--- config.mk ---
export PLATFORM = sky130hd
export DESIGN_NAME = bcd_key_entry
export DESIGN_NICKNAME = d
export VERILOG_FILES = /design/src/rtl/bcd_key_entry.sv
export SDC_FILE = /design/constraint.sdc
export NUM_CORES = 1
export LEC_CHECK = 0
export ABC_AREA = 1
export CAP_MARGIN = 25
export CORE_MARGIN = 2
export CORE_UTILIZATION = 46
export DETAILED_ROUTE_END_ITERATION = 12
export HOLD_SLACK_MARGIN = 0.08
export PLACE_DENSITY = 0.74
export SLEW_MARGIN = 10
export SYNTH_ARGS = -nofsm -noshare
export SYNTH_HDL_FRONTEND = slang
export SYNTH_SLANG_ARGS = --single-unit
--- constraint.sdc ---
create_clock -name clk -period 1.6 [get_ports clk]
set_input_delay 0.16 -clock clk [delete_from_list [all_inputs] [get_ports clk]]
set_output_delay 0.16 -clock clk [all_outputs]
set_load 0.02 [all_outputs]
--- src/rtl/bcd_key_entry.sv ---
// Keypad digit collector for the BCD-to-binary converter: builds a packed BCD
// operand MSD-first and hands it off with valid/ready. Optional macro: AUTO_ENTER_EN.
module bcd_key_entry #(
   parameter int NDIG = 4
) (
   input  logic                         clk,
   input  logic                         rst,
   input  logic                         key_valid,
   input  logic [3:0]                   key_code,
   output logic [4*NDIG-1:0]            bcd,
   output logic [$clog2(NDIG+1)-1:0]    ndig,
   output logic                         num_valid,
   input  logic                         num_ready,
   output logic                         err,
   output logic                         busy
);

   localparam int NW = $clog2(NDIG+1);
   localparam logic [NW-1:0] FULL = NW'(NDIG);

   typedef enum logic {ENTRY, HOLD} state_t;
   state_t state;

   always_ff @(posedge clk) begin
      if (rst) begin
         state     <= ENTRY;
         bcd       <= '0;
         ndig      <= '0;
         num_valid <= 1'b0;
         err       <= 1'b0;
         busy      <= 1'b0;
      end else begin
         err <= 1'b0;
         case (state)
            ENTRY: begin
               if (key_valid) begin
                  if (key_code <= 4'd9) begin
                     // leading zeros never occupy a digit slot
                     if (ndig != '0 || key_code != 4'd0) begin
                        if (ndig < FULL) begin
                           bcd  <= {bcd[4*NDIG-5:0], key_code};
                           ndig <= ndig + NW'(1);
`ifdef AUTO_ENTER_EN
                           if (ndig == FULL - NW'(1)) begin
                              state     <= HOLD;
                              num_valid <= 1'b1;
                              busy      <= 1'b1;
                           end
`endif
                        end else begin
                           err <= 1'b1;
                        end
                     end
                  end else begin
                     case (key_code)
                        4'hA: begin
                           bcd  <= '0;
                           ndig <= '0;
                        end
                        4'hB: begin
                           if (ndig != '0) begin
                              bcd  <= bcd >> 4;
                              ndig <= ndig - NW'(1);
                           end
                        end
                        4'hC: begin
                           state     <= HOLD;
                           num_valid <= 1'b1;
                           busy      <= 1'b1;
                        end
                        default: ;
                     endcase
                  end
               end
            end
            HOLD: begin
               // num_valid is always high here, so ready alone marks the transfer
               if (num_ready) begin
                  state     <= ENTRY;
                  num_valid <= 1'b0;
                  busy      <= 1'b0;
                  bcd       <= '0;
                  ndig      <= '0;
               end
            end
            default: state <= ENTRY;
         endcase
      end
   end

endmodule
==> results.cfg <==
[status]
status = completed

[final_layout]
most-common-layout-cells = nand2_1 (85), clkdlybuf4s50_1 (25), nor2_2 (24), buf_4 (24), dfxtp_1 (20)
antenna_cells = 0
drive_above_1_share_pct = 32.3
nNetsFinal = 294
syn_to_final_growth_pct = 49.4
layoutNonFillerInstCount = 315
mostFrequentLayoutCell = nand2_1
fin_area_um2 = 2130

[floorplanning]
die_y_um = 59.7
start_util_pct = 47.6
die_area_um2 = 3570
die_x_um = 59.7
core_area_um2 = 3000
io-pin-count = 30
rows = 20

[setup_path]
rr_startpoint = ndig[0]$_SDFFE_PP0P_
critPathTopFamily = buffers and inverters
start_kind = register
r2r_setup_slack_ns = 0.05
worst-path-buf-inv = 1
slowest_delay_ns = 0.63
critPathArrivalTime_ns = 1.39
r2r.worst_path.cells = 12
worstReg2RegEnd = bcd[6]$_SDFFE_PP0P_
critPathSlowestCell = clkdlybuf4s50_1
path_class = reg -> out
required_ns = 1.44
cp_max_fo = 4
end_kind = primary output
path_cells = clkdlybuf4s50_1

[pwr]
power.leakage_nw = 1.06
power_mw = 1.69
irDropWorstVdd_uv = 448
powerDensity_nw_per_um2 = 790

[clock_tree]
cts_tree = built
cts_root_buf = clkbuf_4
clk_latency_ns = 0.32
cts.sinks = 22
cts_buffers = 3
clk_pin_slew_worst_paths_ns = 0.15
htreeDepth = 1
cts_max_path_buffers = 2
cts_hold_buf = 0

[drt]
drtAntennaViolNets = 0
wl_per_cell_um = 12.4
vias = 1555
wl_um = 3910
drt-initial-drc-count = 55
dr.pass1.iters = 4
vias_per_cell = 4.94
remaining_drc_errors = 0

[global_route]
grt_pass1_vias = 1411
grt_pass1_wl_um = 6120
grt_usage_pct = 22.2
grt_max_degree = 19
grt.overflow.total = 0
grt_antenna_before_repair = 0

[worst_hold_path]
hold_end = state$_SDFF_PP0_
hold_depth = 4
hold_path.class = in -> reg
worstHoldStart = num_ready

[synth]
netlist_instances = 226
synth_fp_nets = 237
ys_ff_latch = 22
synth_area_um2 = 1430
synth_seq_area_share_pct = 30.8
synth_warnings = 0
syn_area_per_cell_um2 = 6.32
ys_types = 25

[timing]
fin_crit_sh_pct = 97.0
setup_tns_ns = 0
setup_viol = 0
worstMarginPinSlew_ns = 0.254
hold_viol_final = 0
slew_headroom_pct = 83.0
max_clock_freq_mhz = 644
period_minus_slack_ns = 1.55
rsz0062_at_grt = yes
finalClockSkew_ns = 0.0192
slew_viol_final = 0
timing.final.ws_setup_ns = 0.0482

[place]
dp_worst_setup_slack_ns = -0.174
routabilityCongestion = 0.785
place_hpwl_um = 2530
post-place-cells = 305
placed_area_um2 = 1930
place.port_buffers = 29

[job]
maxCapViolations = 0
==> power breakdown <==
| part | total, mW | switching [mW] | internal (mW) |
|---|---|---|---|
| combinational | 0.603 | 0.318 | 0.285 |
| clock | 0.443 | 0.190 | 0.253 |
| sequential | 0.639 | 0.0465 | 0.593 |
==> per-layer routing <==
layer | global-route usage (%) | part of all wire [%]
met1 | 29.0 | 46
met2 | 38.0 | 48
met3 | 2.60 | 5.1
met4 | 6.67 | 0.41
met5 | 0 | 0
==> worst max-delay path by stage <==
stage                           end  slack [ns]            startpoint  cells after the start
2_1_floorplan  ndig[0]$_SDFFE_PP0P_        0.02  ndig[0]$_SDFFE_PP0P_                     10
3_3_place_gp   bcd[15]$_SDFFE_PP0P_       -0.15           key_code[2]                      9
3_5_place_dp   bcd[15]$_SDFFE_PP0P_       -0.17           key_code[2]                      9
4_1_cts         bcd[5]$_SDFFE_PP0P_        0.01  ndig[0]$_SDFFE_PP0P_                     12
5_1_grt        bcd[15]$_SDFFE_PP0P_       -0.04  ndig[0]$_SDFFE_PP0P_                     12
6_report                    bcd[10]        0.05  bcd[10]$_SDFFE_PP0P_                      1
==> layout make-up <==
type | instances | area (um2)
well taps | 33 | 41.3
flip-flops and latches | 22 | 443
clock buffers | 3 | 22.5
inverters | 17 | 63.8
repair buffers | 59 | 588
multi-input cells | 180 | 946
clock inverters | 1 | 30.0
fillers | 241 | 868
==> state kept, by name, summed over array words and instances, names as in the netlist <==
register  count
err           1
bcd          16
busy          1
ndig          3
state         1
==> cell families after synthesis <==
family                     synth area share, %
AOI/OAI and AO/OA                         3.33
and+or+nand+nor                           54.6
adders and majority gates                 2.63
buffers and inverters                     8.67
DFF                                       30.8
==> metrics by stage <==
step | util, % | hold WS, ns
floorplan | - | 0.229
global placement | 64.1 | 0.477
detailed placement | 64.1 | 0.490
CTS | 66.0 | 0.477
global route | 71.1 | 0.521
finish | 71.1 | 0.513
==> cells in the mapped netlist, drive strengths merged <==
cell    number  area (um2)
nand4        1        6.26
dfxtp       22         440
nor4         1        6.26
a21oi        5        28.8
buf          8        60.0
ha           3        37.5
nand3       22         115
o21ai        3        18.8
clkinv       3        11.3
inv         14        52.6
nor2        49         265
nand2       95         387
==> repair_timing <==
item | in CTS | in global routing
resized for setup | 1 | 24
setup endpoints to repair | 18 | 19
pin swaps | 1 | 6
cloned | 0 | 2
setup buffers | 0 | 4
No activity file was read; power rests on OpenSTA's default activity.
